**src/rtl/audio_ctrl_pkg.sv**
```systemverilog
// Shared types, field widths and default parameters for the coefficient update scheduler.
package audio_ctrl_pkg;

  localparam int unsigned DEFAULT_FIFO_DEPTH    = 8;
  localparam int unsigned DEFAULT_WINDOW_CYCLES = 64;

  localparam int unsigned SEL_W     = 6;
  localparam int unsigned DATA_W    = 16;
  localparam int unsigned BYTE_W    = 8;
  localparam int unsigned ENTRY_W   = 2 + SEL_W + DATA_W;
  localparam int unsigned CNT_OUT_W = 5;

  // Fewer cycles than this left in the window cannot fit a full write sequence.
  localparam int unsigned WIN_MIN_OPEN = 3;

  localparam logic TGT_COEF = 1'b0;
  localparam logic TGT_EQ   = 1'b1;

  typedef enum logic [1:0] {
    ST_IDLE  = 2'd0,
    ST_ARST  = 2'd1,
    ST_WRITE = 2'd2,
    ST_GAP   = 2'd3
  } state_e;

  typedef struct packed {
    logic              target;
    logic              addr_rst;
    logic [SEL_W-1:0]  select;
    logic [DATA_W-1:0] data;
  } req_entry_t;

endpackage

```
**src/rtl/sync_fifo.sv**
```systemverilog
// Single-clock FIFO with show-ahead read port and occupancy count.
module sync_fifo #(
  parameter int unsigned WIDTH = 24,
  parameter int unsigned DEPTH = 8
) (
  input  logic                     clk,
  input  logic                     reset,
  input  logic                     i_push,
  input  logic [WIDTH-1:0]         i_data,
  input  logic                     i_pop,
  output logic [WIDTH-1:0]         o_data,
  output logic                     o_full,
  output logic                     o_empty,
  output logic [$clog2(DEPTH):0]   o_count
);

  localparam int unsigned AW = $clog2(DEPTH);
  localparam int unsigned CW = AW + 1;

  logic [WIDTH-1:0] r_mem [DEPTH];
  logic [AW-1:0]    r_wr_ptr;
  logic [AW-1:0]    r_rd_ptr;
  logic [CW-1:0]    r_count;
  logic             w_do_push;
  logic             w_do_pop;

  assign o_full    = (r_count == CW'(DEPTH));
  assign o_empty   = (r_count == '0);
  assign o_count   = r_count;
  assign o_data    = r_mem[r_rd_ptr];
  assign w_do_push = i_push && !o_full;
  assign w_do_pop  = i_pop && !o_empty;

  // Storage needs no reset; pointers and count define validity.
  always_ff @(posedge clk) begin
    if (w_do_push) begin
      r_mem[r_wr_ptr] <= i_data;
    end
  end

  always_ff @(posedge clk) begin
    if (reset) begin
      r_wr_ptr <= '0;
      r_rd_ptr <= '0;
      r_count  <= '0;
    end else begin
      if (w_do_push) begin
        r_wr_ptr <= r_wr_ptr + AW'(1);
      end
      if (w_do_pop) begin
        r_rd_ptr <= r_rd_ptr + AW'(1);
      end
      case ({w_do_push, w_do_pop})
        2'b10:   r_count <= r_count + CW'(1);
        2'b01:   r_count <= r_count - CW'(1);
        default: r_count <= r_count;
      endcase
    end
  end

endmodule

```
**src/rtl/coef_update_scheduler.sv**
```systemverilog
// Queues host coefficient/gain writes and issues them to the FIR and EQ blocks
// only inside the safe window that follows each pipeline-output strobe.
module coef_update_scheduler
  import audio_ctrl_pkg::*;
#(
  parameter int unsigned FIFO_DEPTH    = DEFAULT_FIFO_DEPTH,
  parameter int unsigned WINDOW_CYCLES = DEFAULT_WINDOW_CYCLES
) (
  input  logic                 clk,
  input  logic                 reset,
  input  logic                 audio_en,
  input  logic                 pipe_in_stb,
  input  logic                 pipe_out_stb,
  input  logic                 req_valid,
  output logic                 req_ready,
  input  logic                 req_target,
  input  logic                 req_addr_rst,
  input  logic [SEL_W-1:0]     req_select,
  input  logic [DATA_W-1:0]    req_data,
  output logic                 coef_wr_en,
  output logic                 eq_wr_en,
  output logic                 coef_addr_rst,
  output logic                 eq_addr_rst,
  output logic [SEL_W-1:0]     wr_select,
  output logic [BYTE_W-1:0]    wr_lsb_data,
  output logic [BYTE_W-1:0]    wr_msb_data,
  output logic [CNT_OUT_W-1:0] pending_cnt,
  output logic                 busy
);

  localparam int unsigned CNT_W     = $clog2(FIFO_DEPTH) + 1;
  localparam int unsigned WIN_W_RAW = $clog2(WINDOW_CYCLES + 1);
  localparam int unsigned WIN_W     = (WIN_W_RAW < 2) ? 2 : WIN_W_RAW;

  state_e              r_state;
  logic                r_rst_done;
  logic [WIN_W-1:0]    r_win_cnt;
  logic                r_tgt;
  logic                r_coef_wr_en;
  logic                r_eq_wr_en;
  logic                r_coef_addr_rst;
  logic                r_eq_addr_rst;
  logic [SEL_W-1:0]    r_select;
  logic [BYTE_W-1:0]   r_lsb;
  logic [BYTE_W-1:0]   r_msb;

  req_entry_t          w_entry_in;
  req_entry_t          w_head;
  logic                w_full;
  logic                w_empty;
  logic [CNT_W-1:0]    w_count;
  logic                w_push;
  logic                w_pop;
  logic                w_win_open;

  assign w_entry_in = {req_target, req_addr_rst, req_select, req_data};
  assign req_ready  = r_rst_done && !w_full;
  assign w_push     = req_valid && req_ready;
  assign w_win_open = !audio_en || (r_win_cnt >= WIN_W'(WIN_MIN_OPEN));
  assign w_pop      = (r_state == ST_IDLE) && !w_empty && w_win_open;

  sync_fifo #(
    .WIDTH (ENTRY_W),
    .DEPTH (FIFO_DEPTH)
  ) u_fifo (
    .clk     (clk),
    .reset   (reset),
    .i_push  (w_push),
    .i_data  (w_entry_in),
    .i_pop   (w_pop),
    .o_data  (w_head),
    .o_full  (w_full),
    .o_empty (w_empty),
    .o_count (w_count)
  );

  // Keeps req_ready low until the first cycle after reset is released.
  always_ff @(posedge clk) begin
    r_rst_done <= !reset;
  end

  // Safe-write window: loaded by an output strobe, killed by an input strobe.
  always_ff @(posedge clk) begin
    if (reset) begin
      r_win_cnt <= '0;
    end else if (pipe_in_stb) begin
      r_win_cnt <= '0;
    end else if (pipe_out_stb) begin
      r_win_cnt <= WIN_W'(WINDOW_CYCLES);
    end else if (r_win_cnt != '0) begin
      r_win_cnt <= r_win_cnt - WIN_W'(1);
    end
  end

  // Write sequencer; once out of IDLE a write runs to completion regardless of the window.
  always_ff @(posedge clk) begin
    if (reset) begin
      r_state         <= ST_IDLE;
      r_tgt           <= TGT_COEF;
      r_coef_wr_en    <= 1'b0;
      r_eq_wr_en      <= 1'b0;
      r_coef_addr_rst <= 1'b0;
      r_eq_addr_rst   <= 1'b0;
      r_select        <= '0;
      r_lsb           <= '0;
      r_msb           <= '0;
    end else begin
      r_coef_wr_en    <= 1'b0;
      r_eq_wr_en      <= 1'b0;
      r_coef_addr_rst <= 1'b0;
      r_eq_addr_rst   <= 1'b0;
      case (r_state)
        ST_IDLE: begin
          if (w_pop) begin
            r_tgt    <= w_head.target;
            r_select <= w_head.select;
            r_lsb    <= w_head.data[BYTE_W-1:0];
            r_msb    <= w_head.data[DATA_W-1:BYTE_W];
            r_state  <= w_head.addr_rst ? ST_ARST : ST_WRITE;
          end
        end
        ST_ARST: begin
          r_coef_addr_rst <= (r_tgt == TGT_COEF);
          r_eq_addr_rst   <= (r_tgt == TGT_EQ);
          r_state         <= ST_WRITE;
        end
        ST_WRITE: begin
          r_coef_wr_en <= (r_tgt == TGT_COEF);
          r_eq_wr_en   <= (r_tgt == TGT_EQ);
          r_state      <= ST_GAP;
        end
        ST_GAP: begin
          r_state <= ST_IDLE;
        end
        default: begin
          r_state <= ST_IDLE;
        end
      endcase
    end
  end

  assign coef_wr_en    = r_coef_wr_en;
  assign eq_wr_en      = r_eq_wr_en;
  assign coef_addr_rst = r_coef_addr_rst;
  assign eq_addr_rst   = r_eq_addr_rst;
  assign wr_select     = r_select;
  assign wr_lsb_data   = r_lsb;
  assign wr_msb_data   = r_msb;
  assign pending_cnt   = CNT_OUT_W'(w_count);
  assign busy          = (r_state != ST_IDLE) || !w_empty;

endmodule

```
**config.mk**
```make
export PLATFORM = sky130hd
export DESIGN_NAME = coef_update_scheduler
export DESIGN_NICKNAME = d
export VERILOG_FILES = /design/src/rtl/audio_ctrl_pkg.sv /design/src/rtl/sync_fifo.sv /design/src/rtl/coef_update_scheduler.sv
export SDC_FILE = /design/constraint.sdc
export NUM_CORES = 1
export LEC_CHECK = 0
export ABC_AREA = 1
export CAP_MARGIN = 20
export CORE_MARGIN = 2
export CORE_UTILIZATION = 55
export CTS_CLUSTER_SIZE = 12
export DETAILED_ROUTE_END_ITERATION = 16
export HOLD_SLACK_MARGIN = 0.02
export PLACE_DENSITY = 0.71
export SYNTH_ARGS = -nofsm -noshare
export SYNTH_HDL_FRONTEND = slang
export SYNTH_SLANG_ARGS = --single-unit
```
**constraint.sdc**
```tcl
create_clock -name clk -period 3.6 [get_ports clk]
set_clock_uncertainty 0.1 [all_clocks]
set_input_delay 0.72 -clock clk [delete_from_list [all_inputs] [get_ports clk]]
set_output_delay 0.72 -clock clk [all_outputs]
set_load 0.05 [all_outputs]
```
==> results.sh <==
export IMPL_post_route_min_period_ps=2940
export IMPL_insertion_delay_ps=530
export IMPL_synth_top_area_share=0.593
export IMPL_root_buffer="clkbuf_16"
export IMPL_crit_start="r_state[1]$_SDFFE_PP0P_"
export IMPL_cp_required_ps=2780
export IMPL_h_tree_depth=1
export IMPL_period_share=0.817
export IMPL_synth_seq_cells=242
export IMPL_critical_path_arrival_ps=2120
export IMPL_antenna_cells=0
export IMPL_layout_nets=978
export IMPL_die_area_sq_mm=0.0187
export IMPL_drive_gt1_frac=0.0712
export IMPL_synth_async_reset_ratio=0
export IMPL_vias=6356
export IMPL_synth_area_leader_cell="edfxtp_1"
export IMPL_hp_class="flop to flop"
export IMPL_clockBufferDepth=3
export IMPL_finalSetupViolations=0
export IMPL_finalHoldViolations=0
export IMPL_nFillCells=1315
export IMPL_grt_antenna_before_repair=0
export IMPL_power_leakage_nw=4.15
export IMPL_ys_warn_count=0
export IMPL_synth_area_sq_mm=0.00972
export IMPL_synth_area_per_cell_sq_um=11.1
export IMPL_synth_edf_count=192
export IMPL_maxCapViolCount=0
export IMPL_grt_max_degree=97
export IMPL_hold_slack_ps=362
export IMPL_worstPathMaxFanout=4
export IMPL_ys_top_cells_by_area="edfxtp_1 (59%), nand2_1 (11%), dfxtp_1 (10%)"
export IMPL_dpl_hpwl_mm=10.4
export IMPL_ir_drop_uv=450
export IMPL_grt_ovfl_total=0
export IMPL_drc=0
export IMPL_finalWeightedCongestion=0.783
export IMPL_r2r_start="r_state[1]$_SDFFE_PP0P_"
export IMPL_max_slew_margin_rel=0.307
export IMPL_critPathKind="flop to output pin"
export IMPL_syn_inst=877
export IMPL_final_antenna_net_count=0
export IMPL_worstSetupStartpointType="flop"
export IMPL_drt_iter0_drc=630
export IMPL_first_global_vias=5949
export IMPL_ctsHoldBuffers=0
export IMPL_viasPerCell=5.39
export IMPL_syn_num_nets=919
export IMPL_worst_pin_slew_ps=1040
export IMPL_cts_sinks=242
export IMPL_clkTransAtPathRegs_ps=60
export IMPL_rsz0062_at_grt="false"
export IMPL_multiInputGateArea_sq_mm=0.00255
export IMPL_tns_ps=0
export IMPL_status="finished, final reports clean"
export IMPL_synth_seq_area_share=0.696
export IMPL_start_util=0.562
export IMPL_crit_path_end_kind="output pin"
export IMPL_cts_resized=0
export IMPL_pin_count=63
export IMPL_cts_setup_buffers=0
export IMPL_timing_fmax_mhz=340
export IMPL_grtUsageTotal=0.218
export IMPL_synth_distinct_cells=31
export IMPL_fp_row_count=48
export IMPL_die_w_um=137
export IMPL_seqCellArea_sq_mm=0.00677
export IMPL_power_density_mw_per_mm2=737
export IMPL_io_buffers=61
export IMPL_die_h_um=137
export IMPL_cts_tree="done"
export IMPL_worstHoldStart="wr_msb_data[7]$_SDFFE_PP0P_"
export IMPL_areaGrowthSynthToFinish_pct=15.7
export IMPL_core_sq_mm=0.0173
export IMPL_synth_main_ff_cell="edfxtp_1"
export IMPL_slew_violations=0
export IMPL_drtPass1Iterations=5
export IMPL_drt_wl_total_mm=19.8
export IMPL_cts_buffers=25
export IMPL_wl_per_cell_um=16.8
export IMPL_grt_pass1_wl_mm=31.0
-- metal layers --
| layer | global-route usage | part of all wire | vias to the layer above |
|---|---|---|---|
| met1 | 0.305 | 0.45 | 3013 |
| met4 | 0.0710 | 0.026 | 0 |
| met3 | 0.0319 | 0.052 | 40 |
| met5 | 0 | 0 | - |
| met2 | 0.356 | 0.47 | 185 |
| li1 | - | - | 3118 |
-- placed cells by master, fill, tap and decap left out, types with 12 or more instances in the layout --
cell             count
inv_1               30
edfxtp_1           192
clkbuf_16           25
dfxtp_1             49
clkbuf_1            13
ha_1                12
nand2_1            294
buf_4               16
clkdlybuf4s50_1     61
a21oi_1             36
nor2_1              20
nand3_1            155
-- cell usage after synthesis, types with 2 or more instances --
cell and count:
edfxtp_1 192, dfxtp_1 50, nor2_1 24, inv_1 30, buf_6 10, o21ai_0 6
ha_1 12, nand4_1 2, buf_4 7, a21oi_1 36, nand2_1 294, nor3_1 9
or2_2 2, o21ai_1 2, clkbuf_1 9, xnor2_1 3, xor2_1 2, nand3_1 155
buf_2 20
-- flip-flops by register name, summed over array words and instances (netlist names), 3 cells and up, named ones only --
signal           cells
u_fifo.r_mem       192
wr_lsb_data          8
wr_msb_data          8
r_win_cnt            7
wr_select            6
u_fifo.o_count       4
u_fifo.r_rd_ptr      3
u_fifo.r_wr_ptr      3
-- where the power goes --
part | internal [mW] | switching, mW | total, mW
registers | 3.21 | 0.148 | 3.36
clock network | 1.38 | 1.00 | 2.38
logic | 0.791 | 1.76 | 2.55
total | 5.38 | 2.91 | 8.28
-- stage by stage --
step | setup slack (ps) | cells | total power, mW | util | area [sq um]
2_1_floorplan | 257 | 877 | 5.34 | - | 9720
3_3_place_gp | 786 | 1134 | 5.92 | 0.606 | 10500
3_5_place_dp | 752 | 1134 | 5.97 | 0.606 | 10500
4_1_cts | 639 | 1180 | 8.34 | 0.650 | 11200
5_1_grt | 577 | 1180 | 8.73 | 0.650 | 11200
6_report | 659 | 1180 | 8.28 | 0.650 | 11200
-- area by class of cell --
cell class,instances,area share
flip-flops and latches,242,0.602
multi-input cells,556,0.227
clock buffers,42,0.0649
well taps,225,0.0250
repair buffers,78,0.0668
inverters,33,0.0113
clock inverters,4,0.00300
-- critical path, cell delays in order, from the launching register on --
cell,delay (ps)
dfxtp_1,360
inv_1,90
ha_1,260
nand2_1,90
clkdlybuf4s50_1,790
-- worst paths after layout --
path | endpoint | depth (start not counted) | slack, ps
worst max-delay path | busy | 4 | 660
worst min-delay path | wr_msb_data[7]$_SDFFE_PP0P_ | 2 | 360
worst max register to register | u_fifo.o_count[3]$_SDFFE_PP0P_ | 13 | 1310
worst min register to register | wr_msb_data[7]$_SDFFE_PP0P_ | 2 | 360
-- cells by family (layout without fill, tap and decap cells) --
group,count (synthesis),after routing,synth area share
XOR/XNOR,5,5,0.00451
buffers and inverters,79,157,0.0439
other,1,1,0.000386
adder cells (fa/ha/maj),12,12,0.0155
AND/OR/NAND/NOR,493,493,0.216
AO/OA/AOI/OAI,45,45,0.0234
flip-flops,242,242,0.696
(Power assumes the default switching activity.)
